--- src/rtl/sd_spi_card_responder.sv ---
// sd_spi_card_responder
//   SPI-mode SD card model (card side). Decodes 6-byte command frames and
//   answers CMD0/8/55/41/17/24 with R1/R7 responses, single-block reads from
//   and single-block writes to an external synchronous byte RAM.
//
// Ports
//   i_CLOCK50    system clock
//   i_RESET      synchronous, active-high reset
//   i_SCLK       SPI clock from host (asynchronous, <= CLOCK50/8)
//   i_MOSI       host-to-card data
//   i_CS         chip select, active low
//   o_MISO       card-to-host data
//   o_MEM_ADDR   RAM byte address {block_arg, byte_index}
//   o_MEM_WDATA  RAM write data
//   o_MEM_WE     RAM write strobe, one cycle per byte
//   i_MEM_RDATA  RAM read data, valid one cycle after o_MEM_ADDR
//   o_CARD_READY high once initialisation has completed
`timescale 1ns/1ps
module sd_spi_card_responder #(
    parameter int ADDR_W     = 16,
    parameter int NCR        = 1,
    parameter int INIT_POLLS = 3,
    parameter int ACCESS_GAP = 2,
    parameter int BUSY_BYTES = 4
) (
    input  logic              i_CLOCK50,
    input  logic              i_RESET,
    input  logic              i_SCLK,
    input  logic              i_MOSI,
    input  logic              i_CS,
    output logic              o_MISO,
    output logic [ADDR_W-1:0] o_MEM_ADDR,
    output logic [7:0]        o_MEM_WDATA,
    output logic              o_MEM_WE,
    input  logic [7:0]        i_MEM_RDATA,
    output logic              o_CARD_READY
);

    localparam logic [5:0] CMD0  = 6'd0;
    localparam logic [5:0] CMD8  = 6'd8;
    localparam logic [5:0] CMD17 = 6'd17;
    localparam logic [5:0] CMD24 = 6'd24;
    localparam logic [5:0] CMD41 = 6'd41;
    localparam logic [5:0] CMD55 = 6'd55;

    typedef enum logic [3:0] {
        S_HUNT, S_ARG, S_CRC, S_NCR, S_R1, S_R7,
        S_RD_GAP, S_RD_TOK, S_RD_DATA, S_RD_CRC,
        S_WR_TOK, S_WR_DATA, S_WR_CRC, S_WR_RESP, S_WR_BUSY
    } state_t;

    // Byte address = {arg, idx}, upper arg bits dropped by truncation.
    function automatic logic [ADDR_W-1:0] f_addr(input logic [31:0] arg,
                                                 input logic [8:0]  idx);
        logic [40:0] full;
        full = {arg, idx};
        return full[ADDR_W-1:0];
    endfunction

    // ---------------- input synchronisers ----------------
    logic [1:0] r_sclk_sync, r_mosi_sync, r_cs_sync;
    logic       r_sclk_prev;
    logic       w_desel, w_rise, w_fall, w_byte_done;
    logic [7:0] w_rx_byte;

    always_ff @(posedge i_CLOCK50) begin
        if (i_RESET) begin
            r_sclk_sync <= 2'b00;
            r_sclk_prev <= 1'b0;
            r_mosi_sync <= 2'b11;
            r_cs_sync   <= 2'b11;
        end else begin
            r_sclk_sync <= {r_sclk_sync[0], i_SCLK};
            r_sclk_prev <= r_sclk_sync[1];
            r_mosi_sync <= {r_mosi_sync[0], i_MOSI};
            r_cs_sync   <= {r_cs_sync[0], i_CS};
        end
    end

    // ---------------- byte engine ----------------
    logic [2:0] r_bit_cnt;
    logic [6:0] r_rx_sh;
    logic [7:0] r_tx_sh;
    logic [7:0] w_tx_byte;

    assign w_desel     = r_cs_sync[1];
    assign w_rise      = ~w_desel &  r_sclk_sync[1] & ~r_sclk_prev;
    assign w_fall      = ~w_desel & ~r_sclk_sync[1] &  r_sclk_prev;
    assign w_byte_done = w_rise & (r_bit_cnt == 3'd7);
    assign w_rx_byte   = {r_rx_sh, r_mosi_sync[1]};

    // TX byte is reloaded on the falling edge that follows the 8th rising
    // edge; the FSM has had several CLOCK50 cycles to pick it by then. While
    // deselected the register holds 0xFF so bit 7 of the first byte is
    // already on MISO when CS falls.
    always_ff @(posedge i_CLOCK50) begin
        if (i_RESET || w_desel) begin
            r_bit_cnt <= 3'd0;
            r_rx_sh   <= 7'd0;
            r_tx_sh   <= 8'hFF;
        end else begin
            if (w_rise) begin
                r_rx_sh   <= w_rx_byte[6:0];
                r_bit_cnt <= r_bit_cnt + 3'd1;
            end
            if (w_fall)
                r_tx_sh <= (r_bit_cnt == 3'd0) ? w_tx_byte : {r_tx_sh[6:0], 1'b1};
        end
    end

    assign o_MISO = r_tx_sh[7];

    // ---------------- card state ----------------
    state_t            r_state, w_state_nxt;
    logic [9:0]        r_cnt, w_cnt_nxt;
    logic [5:0]        r_cmd;
    logic [31:0]       r_arg;
    logic              r_idle, r_app;
    logic [7:0]        r_poll;
    logic [8:0]        w_poll_inc;
    logic              w_poll_early;
    logic [7:0]        w_r1;
    logic [ADDR_W-1:0] r_mem_addr;
    logic [7:0]        r_mem_wdata;
    logic              r_mem_we;

    assign w_poll_inc   = {1'b0, r_poll} + 9'd1;
    assign w_poll_early = (w_poll_inc <= 9'(INIT_POLLS));

    always_ff @(posedge i_CLOCK50) begin
        if (i_RESET || w_desel) begin
            r_state <= S_HUNT;
            r_cnt   <= 10'd0;
        end else begin
            r_state <= w_state_nxt;
            r_cnt   <= w_cnt_nxt;
        end
    end

    always_comb begin
        w_state_nxt = r_state;
        w_cnt_nxt   = r_cnt;
        w_r1        = {5'd0, 1'b1, 1'b0, r_idle};
        w_tx_byte   = 8'hFF;

        case (r_cmd)
            CMD0:         w_r1 = 8'h01;
            CMD8, CMD55:  w_r1 = {7'd0, r_idle};
            CMD41:        if (r_app) w_r1 = w_poll_early ? 8'h01 : 8'h00;
            CMD17, CMD24: w_r1 = r_idle ? 8'h05 : 8'h00;
            default: ;
        endcase

        // Byte to present in the period described by the current state.
        case (r_state)
            S_R1:      w_tx_byte = w_r1;
            S_R7:      w_tx_byte = (r_cnt == 10'd2) ? 8'h01 :
                                   (r_cnt == 10'd3) ? r_arg[7:0] : 8'h00;
            S_RD_TOK:  w_tx_byte = 8'hFE;
            S_RD_DATA: w_tx_byte = i_MEM_RDATA;
            S_WR_RESP: w_tx_byte = 8'h05;
            S_WR_BUSY: w_tx_byte = 8'h00;
            default: ;
        endcase

        if (w_byte_done) begin
            w_cnt_nxt = r_cnt + 10'd1;
            case (r_state)
                S_HUNT:
                    if (w_rx_byte[7:6] == 2'b01) begin
                        w_state_nxt = S_ARG;
                        w_cnt_nxt   = 10'd0;
                    end
                S_ARG:
                    if (r_cnt == 10'd3) w_state_nxt = S_CRC;
                S_CRC: begin
                    w_cnt_nxt   = 10'd0;
                    w_state_nxt = (NCR == 0) ? S_R1 : S_NCR;
                end
                S_NCR:
                    if (r_cnt == 10'(NCR - 1)) w_state_nxt = S_R1;
                S_R1: begin
                    w_cnt_nxt = 10'd0;
                    if (r_cmd == CMD8)
                        w_state_nxt = S_R7;
                    else if (r_cmd == CMD17 && !r_idle)
                        w_state_nxt = (ACCESS_GAP == 0) ? S_RD_TOK : S_RD_GAP;
                    else if (r_cmd == CMD24 && !r_idle)
                        w_state_nxt = S_WR_TOK;
                    else
                        w_state_nxt = S_HUNT;
                end
                S_R7:
                    if (r_cnt == 10'd3) w_state_nxt = S_HUNT;
                S_RD_GAP:
                    if (r_cnt == 10'(ACCESS_GAP - 1)) w_state_nxt = S_RD_TOK;
                S_RD_TOK: begin
                    w_state_nxt = S_RD_DATA;
                    w_cnt_nxt   = 10'd0;
                end
                S_RD_DATA:
                    if (r_cnt == 10'd511) begin
                        w_state_nxt = S_RD_CRC;
                        w_cnt_nxt   = 10'd0;
                    end
                S_RD_CRC:
                    if (r_cnt == 10'd1) w_state_nxt = S_HUNT;
                S_WR_TOK:
                    if (w_rx_byte == 8'hFE) begin
                        w_state_nxt = S_WR_DATA;
                        w_cnt_nxt   = 10'd0;
                    end else if (w_rx_byte != 8'hFF) begin
                        w_state_nxt = S_HUNT;
                    end
                S_WR_DATA:
                    if (r_cnt == 10'd511) begin
                        w_state_nxt = S_WR_CRC;
                        w_cnt_nxt   = 10'd0;
                    end
                S_WR_CRC:
                    if (r_cnt == 10'd1) w_state_nxt = S_WR_RESP;
                S_WR_RESP: begin
                    w_cnt_nxt   = 10'd0;
                    w_state_nxt = (BUSY_BYTES == 0) ? S_HUNT : S_WR_BUSY;
                end
                S_WR_BUSY:
                    if (r_cnt == 10'(BUSY_BYTES - 1)) w_state_nxt = S_HUNT;
                default: w_state_nxt = S_HUNT;
            endcase
        end
    end

    // Command fields, init flags and RAM interface. Flags change only once
    // the R1 byte has been shifted out, so R1 always reflects the state
    // before the command took effect.
    always_ff @(posedge i_CLOCK50) begin
        if (i_RESET) begin
            r_cmd       <= 6'd0;
            r_arg       <= 32'd0;
            r_idle      <= 1'b1;
            r_app       <= 1'b0;
            r_poll      <= 8'd0;
            r_mem_addr  <= '0;
            r_mem_wdata <= 8'd0;
            r_mem_we    <= 1'b0;
        end else begin
            r_mem_we <= 1'b0;
            if (w_byte_done) begin
                case (r_state)
                    S_HUNT:
                        if (w_rx_byte[7:6] == 2'b01) r_cmd <= w_rx_byte[5:0];
                    S_ARG:
                        r_arg <= {r_arg[23:0], w_rx_byte};
                    S_R1: begin
                        if (r_cmd == CMD0) begin
                            r_idle <= 1'b1;
                            r_poll <= 8'd0;
                        end
                        if (r_cmd == CMD55)
                            r_app <= 1'b1;
                        else if (r_cmd != CMD41)
                            r_app <= 1'b0;
                        if (r_cmd == CMD41 && r_app) begin
                            if (r_poll != 8'hFF) r_poll <= r_poll + 8'd1;
                            if (!w_poll_early) r_idle <= 1'b0;
                        end
                    end
                    S_WR_DATA: begin
                        r_mem_we    <= 1'b1;
                        r_mem_wdata <= w_rx_byte;
                        r_mem_addr  <= f_addr(r_arg, r_cnt[8:0]);
                    end
                    default: ;
                endcase
                // Read address leads the TX load by the falling-edge delay.
                if (w_state_nxt == S_RD_DATA)
                    r_mem_addr <= f_addr(r_arg, w_cnt_nxt[8:0]);
            end
        end
    end

    assign o_MEM_ADDR   = r_mem_addr;
    assign o_MEM_WDATA  = r_mem_wdata;
    // Gated so a write strobe in flight drops in the same cycle as RESET.
    assign o_MEM_WE     = r_mem_we & ~i_RESET;
    assign o_CARD_READY = ~r_idle;

endmodule

--- config.mk ---
export PLATFORM = sky130hd
export DESIGN_NAME = sd_spi_card_responder
export DESIGN_NICKNAME = d
export VERILOG_FILES = /design/src/rtl/sd_spi_card_responder.sv
export SDC_FILE = /design/constraint.sdc
export NUM_CORES = 1
export LEC_CHECK = 0
export CAP_MARGIN = 25
export CORE_UTILIZATION = 63
export DETAILED_ROUTE_END_ITERATION = 7
export PLACE_DENSITY = 0.94
export SYNTH_ARGS = -nofsm -noshare
export SYNTH_HDL_FRONTEND = slang
export SYNTH_SLANG_ARGS = --single-unit
--- constraint.sdc ---
create_clock -name i_CLOCK50 -period 8.9 [get_ports i_CLOCK50]
set_input_delay 1.78 -clock i_CLOCK50 [delete_from_list [all_inputs] [get_ports i_CLOCK50]]
set_output_delay 1.78 -clock i_CLOCK50 [all_outputs]
set_load 0.02 [all_outputs]
==> results_dict.tcl, run 1 <==
set metrics [dict create \
    power_density_nw_per_um2 142 \
    htreeDepth 3 \
    dp_hpwl_um 8480 \
    routed_via_density 6.47 \
    tightestPinTransition_ns 0.986 \
    cap_violations 0 \
    holdPathStages 1 \
    r2r-start "r_state[2]" \
    status "finished, final reports clean" \
    clock_skew_ns 0.0148 \
    holdBufCountCts 0 \
    synthCells 584 \
    hold_class "reg2reg" \
    synth.most_common_cell "dfxtp_1" \
    rr_worst_depth 8 \
    setup_viol 0 \
    synth_area_per_cell_um2 8.01 \
    final_nets 620 \
    slew_headroom_pct 33.7 \
    synthArstFlopShare_pct 0 \
    drv_slew 0 \
    crit_path_end_kind "output port" \
    num_rows 31 \
    die-area_um2 7770 \
    root_buffer "clkbuf_8" \
    final_area_um2 5320 \
    hold_viol_final 0 \
    syn_to_final_growth_pct 13.7 \
    rsz0062_at_grt "no" \
    p_leak_nw 1.78 \
    cts_resized 0 \
    grt_pass1_vias 4146 \
    period_share_pct 53.7 \
    cts_buffer_depth 2 \
    worstHoldStart "r_mosi_sync[0]" \
    crit_type "in2out" \
    clkSinkCount 88 \
    clock_latency_ns 0.36 \
    drc_errors 0 \
    ys_ff_latch 88 \
    r2r_slack_ns 4.94 \
    vias 4543 \
    max_freq_mhz 209 \
    die_w_um 88.2 \
    ios 40 \
    synthFlopType "dfxtp_1" \
    drt_iter0_markers 427 \
    start_kind "input pin" \
    path_clk_slew_ns 0.08 \
    yosys.area.top_type_share_pct 37.7 \
    cts_tree "yes" \
    grt_max_degree 58 \
    ys_seq_area_share_pct 37.7 \
    syn-num-nets 606 \
    synth_common_cells "dfxtp_1, nand2_1, a21oi_1" \
    vdd_drop_max_v 0.000112 \
    antenna_found_initial 0 \
    tns_ns 0 \
    die_h_um 88.2 \
    gr-total-overflow 0 \
    start_util_pct 64.8 \
    drt_wl_total_um 12400 \
    cp.required_ns 7.12 \
    wl_per_cell_um 17.7 \
    gr-usage-all-layers_pct 32.8 \
    firstDrtPassIters 6 \
    yosysWarnings 0 \
    grt_pass1_wl_um 19700 \
    cts_made_buffers 9 \
    postCtsSetupRepairBufs 0 \
    port_buffers 39 \
    r2r_end "o_MEM_ADDR[2]" \
    drive_gt1_share_pct 8.46 \
    synth.largest_area_cell "dfxtp_1" \
    globalplace.congestion 0.979 \
    ys_top_cells_by_area "dfxtp_1, a21oi_1, nand2_1" \
    min_period_ns 4.78 \
    ys_types 71 \
    fill_cells 546 \
    core_um2 7210 \
    placed_area_um2 5060 \
    synth_edf_count 0 \
    netlist_area_um2 4680 \
    cp.arrival_ns 3.00 \
    antenna_left 0 \
    antenna_cells 0 \
    min_to "r_mosi_sync[1]" \
    path_max_fanout 57 \
]
## cell type report
class / count / area (µm²) / share of cell area [%]
Clock inverter: 6 / 115 / 2.16
Sequential cell: 88 / 1760 / 33.1
Clock buffer: 10 / 138 / 2.59
Inverter: 14 / 52.6 / 0.988
Multi-Input combinational cell: 442 / 2710 / 51.0
Tap cell: 99 / 124 / 2.33
Timing Repair Buffer: 43 / 415 / 7.81
## state kept, by name, indices dropped and copies added (netlist names)
register	flops
o_MEM_ADDR	16
r_mem_we	1
o_MEM_WDATA	8
r_state	4
r_sclk_prev	1
r_rx_sh	7
r_cs_sync	2
r_mosi_sync	2
r_cnt	10
r_arg	8
r_idle	1
r_bit_cnt	3
r_app	1
r_tx_sh	8
r_cmd	6
r_poll	8
r_sclk_sync	2
## layout by cell type, fill, tap and decap left out, types with 8 or more instances in the layout
cell type        netlist  routed
ha_1                   9       9
clkbuf_8               0      10
dfxtp_1               88      88
clkdlybuf4s50_1        0      38
a31o_2                 9       9
nand2_1               66      66
nor4b_1                9       9
nor2b_1               13      13
and3_1                 8       8
nand3_1               23      23
a21oi_1               54      54
nand4_1                8       8
o21ai_0               40      40
nor3_1                13      13
nor2_1                52      52
inv_1                 14      14
nor3b_1               10      10
## critical path: stages
cell,delay [ns]
buf_2,0.08
buf_4,0.48
nor2b_1,0.10
clkdlybuf4s50_1,0.56
## routing by layer
metal / part of all wire (%) / routed length (µm) / GRT usage, % / up-vias
met5: 0 / 0 / 0 / -
met4: 3.2 / 396 / 16.0 / 0
met3: 7.4 / 913 / 6.31 / 40
met2: 48 / 5950 / 52.0 / 225
met1: 42 / 5150 / 42.7 / 2116
li1: - / - / - / 2162
## where the power goes
part | switching (mW) | total [mW] | internal, mW
registers | 0.00155 | 0.396 | 0.395
clock network | 0.146 | 0.342 | 0.196
logic | 0.00872 | 0.0153 | 0.00655
## cell families after synthesis
logic type                 count (synthesis)  synth area share, %
AOI/OAI and AO/OA                        170                 23.9
xor gates and xnor gates                   9                 1.69
adders and majority gates                  9                 2.41
buffers and inverters                     54                 4.68
DFF                                       88                 37.7
muxes                                      7                 1.50
and+or+nand+nor                          247                 28.2
## stage by stage
stage                     std cells  power [mW]  hold slack, ns  util, %  setup slack [ns]
final                           702       0.754           0.423     73.7              4.12
after global routing            702       0.776           0.444     73.7              4.06
after CTS                       702       0.757           0.426     73.7              4.12
after detailed placement        686       0.421           0.406     70.2              4.12
after global placement          686       0.420           0.391     70.2              4.16
after floorplan                 584       0.413           0.389        -              4.82
## worst max-delay path by stage
| stage | end | depth (start not counted) | from |
|---|---|---|---|
| after detailed placement | o_MEM_WE | 4 | i_RESET |
| after global placement | o_MEM_WE | 4 | i_RESET |
| after floorplan | o_MEM_WE | 2 | i_RESET |
| after global routing | o_MEM_WE | 4 | i_RESET |
| final | o_MEM_WE | 4 | i_RESET |
| after CTS | o_MEM_WE | 4 | i_RESET |
Note: power is estimated with default switching activity, not from simulation.
==> run 2, diff against run 1 <==
Settings changed: CORE_UTILIZATION 63 to 58, PLACE_DENSITY 0.94 to 0.88.
Clock period 8.9 ns to 4.9 ns, I/O delays scaled along.
==> run 2 against run 1 <==
Compared with the run above:
- clock skew decreased by 0.0049 ns
- largest cell class unchanged
- final area fell by 0.42%
- non-clock buffer count unchanged
==> results_dict.tcl, run 2 (synthesis gave the netlist of run 1 again) <==
set metrics [dict create \
    cp.required_ns 5.16 \
    power_density_nw_per_um2 249 \
    hold_viol_final 0 \
    crit_path_end_kind "flip-flop" \
    cts_made_buffers 9 \
    rsz0062_at_grt "no" \
    min_period_ns 3.74 \
    clkSinkCount 88 \
    globalplace.congestion 0.931 \
    routed_via_density 6.36 \
    drive_gt1_share_pct 8.46 \
    p_leak_nw 1.77 \
    final_cell_mix "dfxtp_1, nand2_1, a21oi_1" \
    setup.worst_path.start "r_state[2]" \
    start_kind "flip-flop" \
    drv_slew 0 \
    drt_wl_total_um 12200 \
    final_nets 620 \
    vdd_drop_max_v 0.000175 \
    grt_max_degree 57 \
    vias 4483 \
    path_max_fanout 27 \
    period_share_pct 76.3 \
    root_buffer "clkbuf_8" \
    tightestPinTransition_ns 0.935 \
    hold_class "reg2reg" \
    firstDrtPassIters 5 \
    slew_headroom_pct 37.2 \
    setup_viol 0 \
    num_rows 32 \
    drc_errors 0 \
    holdBufCountCts 0 \
    antenna_found_initial 0 \
    antenna_left 0 \
    rr_worst_depth 8 \
    die-area_um2 8430 \
    port_buffers 39 \
    holdPathStages 1 \
    syn_to_final_growth_pct 13.2 \
    cp.arrival_ns 4.00 \
    path_clk_slew_ns 0.09 \
    die_w_um 91.8 \
    ios 40 \
    antenna_cells 0 \
    start_util_pct 60.2 \
    drt_iter0_markers 467 \
    wl_per_cell_um 17.3 \
    worstHoldStart "r_mosi_sync[0]" \
    gr-total-overflow 0 \
    tns_ns 0 \
    status "finished, final reports clean" \
    max_freq_mhz 268 \
    r2r-start "r_state[2]" \
    die_h_um 91.8 \
    largest_reg_flops 16 \
    min_to "r_mosi_sync[1]" \
    grt_pass1_vias 4184 \
    cap_violations 0 \
    crit_type "reg2reg" \
    cts_buffer_depth 2 \
    clock_skew_ns 0.00997 \
    r2r_end "o_MEM_ADDR[2]" \
    postCtsSetupRepairBufs 0 \
    fill_cells 627 \
    final_common_cell "dfxtp_1" \
    grt_pass1_wl_um 19600 \
    r2r_slack_ns 1.16 \
    htreeDepth 3 \
    cts_resized 0 \
    cts_tree "yes" \
    core_um2 7770 \
    dp_hpwl_um 8430 \
    final_util_pct 68.2 \
    clock_latency_ns 0.36 \
    gr-usage-all-layers_pct 29.1 \
]
==> run 2: critical path: stages (launching register included) <==
cell and delay [ns]:
dfxtp_1 0.84, nor4b_2 0.57, nand4_1 0.14, o21ai_0 0.32, o211ai_1 0.21, a221oi_4 0.50, nand2_1 0.36, or3_1 0.44
a211oi_1 0.26
==> run 2: worst max-delay path by stage <==
stage                    endpoint  cells past startpoint
global placement    o_MEM_ADDR[2]                      8
finish              o_MEM_ADDR[2]                      8
detailed placement  o_MEM_ADDR[2]                      8
CTS                 o_MEM_ADDR[2]                      8
floorplan           o_MEM_ADDR[5]                     11
global route        o_MEM_ADDR[2]                      8
==> run 2: stage by stage <==
stage	hold WS (ns)	std cells	worst slack [ns]	cell area (µm²)	power [mW]
3_5_place_dp	0.397	689	1.29	5070	0.765
6_report	0.418	705	1.16	5300	1.32
2_1_floorplan	0.389	584	1.95	4680	0.749
4_1_cts	0.418	705	1.22	5300	1.33
3_3_place_gp	0.391	689	1.49	5070	0.764
5_1_grt	0.428	705	0.917	5300	1.36
==> run 2: cell type report <==
cell class	count	area (µm²)	share of cell area (%)
multi-input combinational	442	2710	51.2
sequential	88	1760	33.3
timing repair buffer	43	415	7.84
tap	102	128	2.41
clock buffer	9	124	2.34
clock inverter	7	103	1.94
inverter	14	52.6	0.992
==> run 2: metal layers <==
metal / vias up / track usage, % / share of wire [%]
li1: 2150 / - / -
met1: 2108 / 36.6 / 44
met2: 197 / 49.3 / 48
met3: 28 / 5.39 / 5.9
met4: 0 / 11.3 / 2.2
met5: - / 0 / 0
==> run 2: power breakdown <==
| group | internal [mW] | switching (mW) |
|---|---|---|
| combinational | 0.0119 | 0.0162 |
| sequential | 0.717 | 0.00299 |
| clock | 0.294 | 0.275 |
==> run 3, diff against run 2 <==
Settings changed: CORE_UTILIZATION 58 to 52, PLACE_DENSITY 0.88 to 0.84.
Clock period 4.9 ns to 3.4 ns, I/O delays scaled along.
==> run 3 against run 2 <==
Compared with the run above:
- die area is 11% higher
- first-iteration DRC count is 26% lower
- routed wire length is 6.9% higher
- register-to-register slack worse by 0.87 ns
- count of clock-buffer cells in the layout is 1 higher
- sequential share of layout area is 0.64 points lower
==> results_dict.tcl, run 3 (synthesis gave the netlist of run 1 again) <==
set metrics [dict create \
    period_share_pct 91.3 \
    drc_errors 0 \
    gr-total-overflow 0 \
    status "finished, final reports clean" \
    worstHoldStart "r_mosi_sync[0]" \
    crit_slowest_cell "or4b_1" \
    max_freq_mhz 322 \
    antenna_found_initial 0 \
    cts_buffer_depth 2 \
    min_period_ns 3.10 \
    slew_headroom_pct 29.9 \
    crit_chain "nand4_1, o41a_1, a211o_1, o31a_1, a221oi_4, a21oi_2, or4b_1, a21oi_1" \
    port_buffers 39 \
    die_w_um 96.8 \
    slowest_delay_ns 0.52 \
    vias 4561 \
    switching_share_pct 23.6 \
    holdPathStages 1 \
    tns_ns 0 \
    cp.required_ns 3.70 \
    antenna_left 0 \
    setup_viol 0 \
    r2r_slack_ns 0.30 \
    root_buffer "clkbuf_8" \
    grt_pass1_vias 4219 \
    cts_resized 0 \
    crit_path_end_kind "flip-flop" \
    cts_tree "yes" \
    final_area_um2 5400 \
    drv_slew 0 \
    final_nets 634 \
    antenna_cells 0 \
    postCtsSetupRepairBufs 0 \
    dp_hpwl_um 9290 \
    cp.arrival_ns 3.41 \
    routed_via_density 6.29 \
    drt_iter0_markers 346 \
    cts_made_buffers 9 \
    crit_family "compound AO/OA/AOI/OAI gates" \
    drive_gt1_share_pct 10.5 \
    holdBufCountCts 0 \
    clkSinkCount 88 \
    hold_viol_final 0 \
    die_h_um 96.8 \
    ios 40 \
    r2r-start "r_cnt[3]" \
    r2r_end "o_MEM_ADDR[3]" \
    p_int_mw 1.42 \
    placed_area_um2 5180 \
    clock_latency_ns 0.37 \
    path_clk_slew_ns 0.09 \
    wl_per_cell_um 18.0 \
    rsz0062_at_grt "no" \
    firstDrtPassIters 7 \
    tightestPinTransition_ns 1.04 \
    final_common_cell "dfxtp_1" \
    hold_class "reg2reg" \
    htreeDepth 3 \
    grt_max_degree 34 \
    rr_worst_depth 8 \
    p_leak_nw 1.83 \
    vdd_drop_max_v 0.000334 \
    cap_violations 0 \
    power_frac_clock_pct 41.9 \
    start_util_pct 53.6 \
    power_frac_seq_pct 55.8 \
    power_frac_comb_pct 2.3 \
    path_max_fanout 8 \
    die-area_um2 9380 \
    grt_pass1_wl_um 21000 \
    syn_to_final_growth_pct 15.4 \
    start_kind "flip-flop" \
    globalplace.congestion 0.945 \
    gr-usage-all-layers_pct 27.8 \
    min_to "r_mosi_sync[1]" \
    power_density_nw_per_um2 344 \
    largest_reg_flops 16 \
    drt_wl_total_um 13000 \
    clock_skew_ns 0.0144 \
    critPathBufInv 0 \
    crit_type "reg2reg" \
    core_um2 8720 \
    num_rows 34 \
    final_cell_mix "dfxtp_1, nand2_1, a21oi_1" \
    p_sw_mw 0.438 \
]
==> run 3: layout make-up <==
| class | count | area (µm²) |
|---|---|---|
| Timing Repair Buffer | 57 | 520 |
| Fill cell | 727 | 3320 |
| Tap cell | 108 | 135 |
| Clock inverter | 6 | 80.1 |
| Inverter | 14 | 52.6 |
| Multi-Input combinational cell | 442 | 2710 |
| Clock buffer | 10 | 138 |
| Sequential cell | 88 | 1760 |
==> run 3: worst reg2reg max path, delay by kind of cell (launching register included) <==
family          cells  cell delay (ns)
simple gates        2             0.81
flops               1             0.49
compound gates      6             1.75
==> run 3: per-layer routing <==
| metal | track usage, % | routed length, µm | up-vias |
|---|---|---|---|
| li1 | - | - | 2185 |
| met1 | 35.1 | 5500 | 2155 |
| met2 | 45.9 | 6210 | 196 |
| met3 | 6.94 | 1050 | 25 |
| met4 | 10.2 | 274 | 0 |
| met5 | 0 | 0 | - |
==> run 3: worst max-delay path by stage <==
| stage | start | to | slack [ns] | cells after the start |
|---|---|---|---|---|
| detailed placement | r_cnt[3] | o_MEM_ADDR[3] | 0.38 | 8 |
| finish | r_cnt[3] | o_MEM_ADDR[3] | 0.30 | 8 |
| CTS | r_cnt[3] | o_MEM_ADDR[3] | 0.34 | 8 |
| global route | r_cnt[3] | o_MEM_ADDR[12] | 0.08 | 9 |
| floorplan | r_cnt[0] | o_MEM_ADDR[5] | 0.45 | 11 |
| global placement | r_state[1] | o_MEM_ADDR[3] | 0.39 | 9 |
==> run 3: power by group through the flow <==
stage / sequential (mW) / clock, mW / combinational, mW
final: 1.04 / 0.780 / 0.0426
after global placement: 1.06 / 0 / 0.0419
after global routing: 1.04 / 0.832 / 0.0458
after CTS: 1.04 / 0.795 / 0.0425
after detailed placement: 1.06 / 0 / 0.0423
after floorplan: 1.06 / 0 / 0.0204
==> run 3: stage by stage <==
step | total power, mW | cells | utilization, % | setup WS (ns) | hold slack, ns
finish | 1.86 | 725 | 61.9 | 0.296 | 0.421
global route | 1.92 | 725 | 61.9 | 0.0828 | 0.425
CTS | 1.87 | 725 | 61.9 | 0.342 | 0.423
detailed placement | 1.10 | 709 | 59.4 | 0.381 | 0.400
global placement | 1.10 | 709 | 59.4 | 0.386 | 0.397
floorplan | 1.08 | 584 | - | 0.447 | 0.389
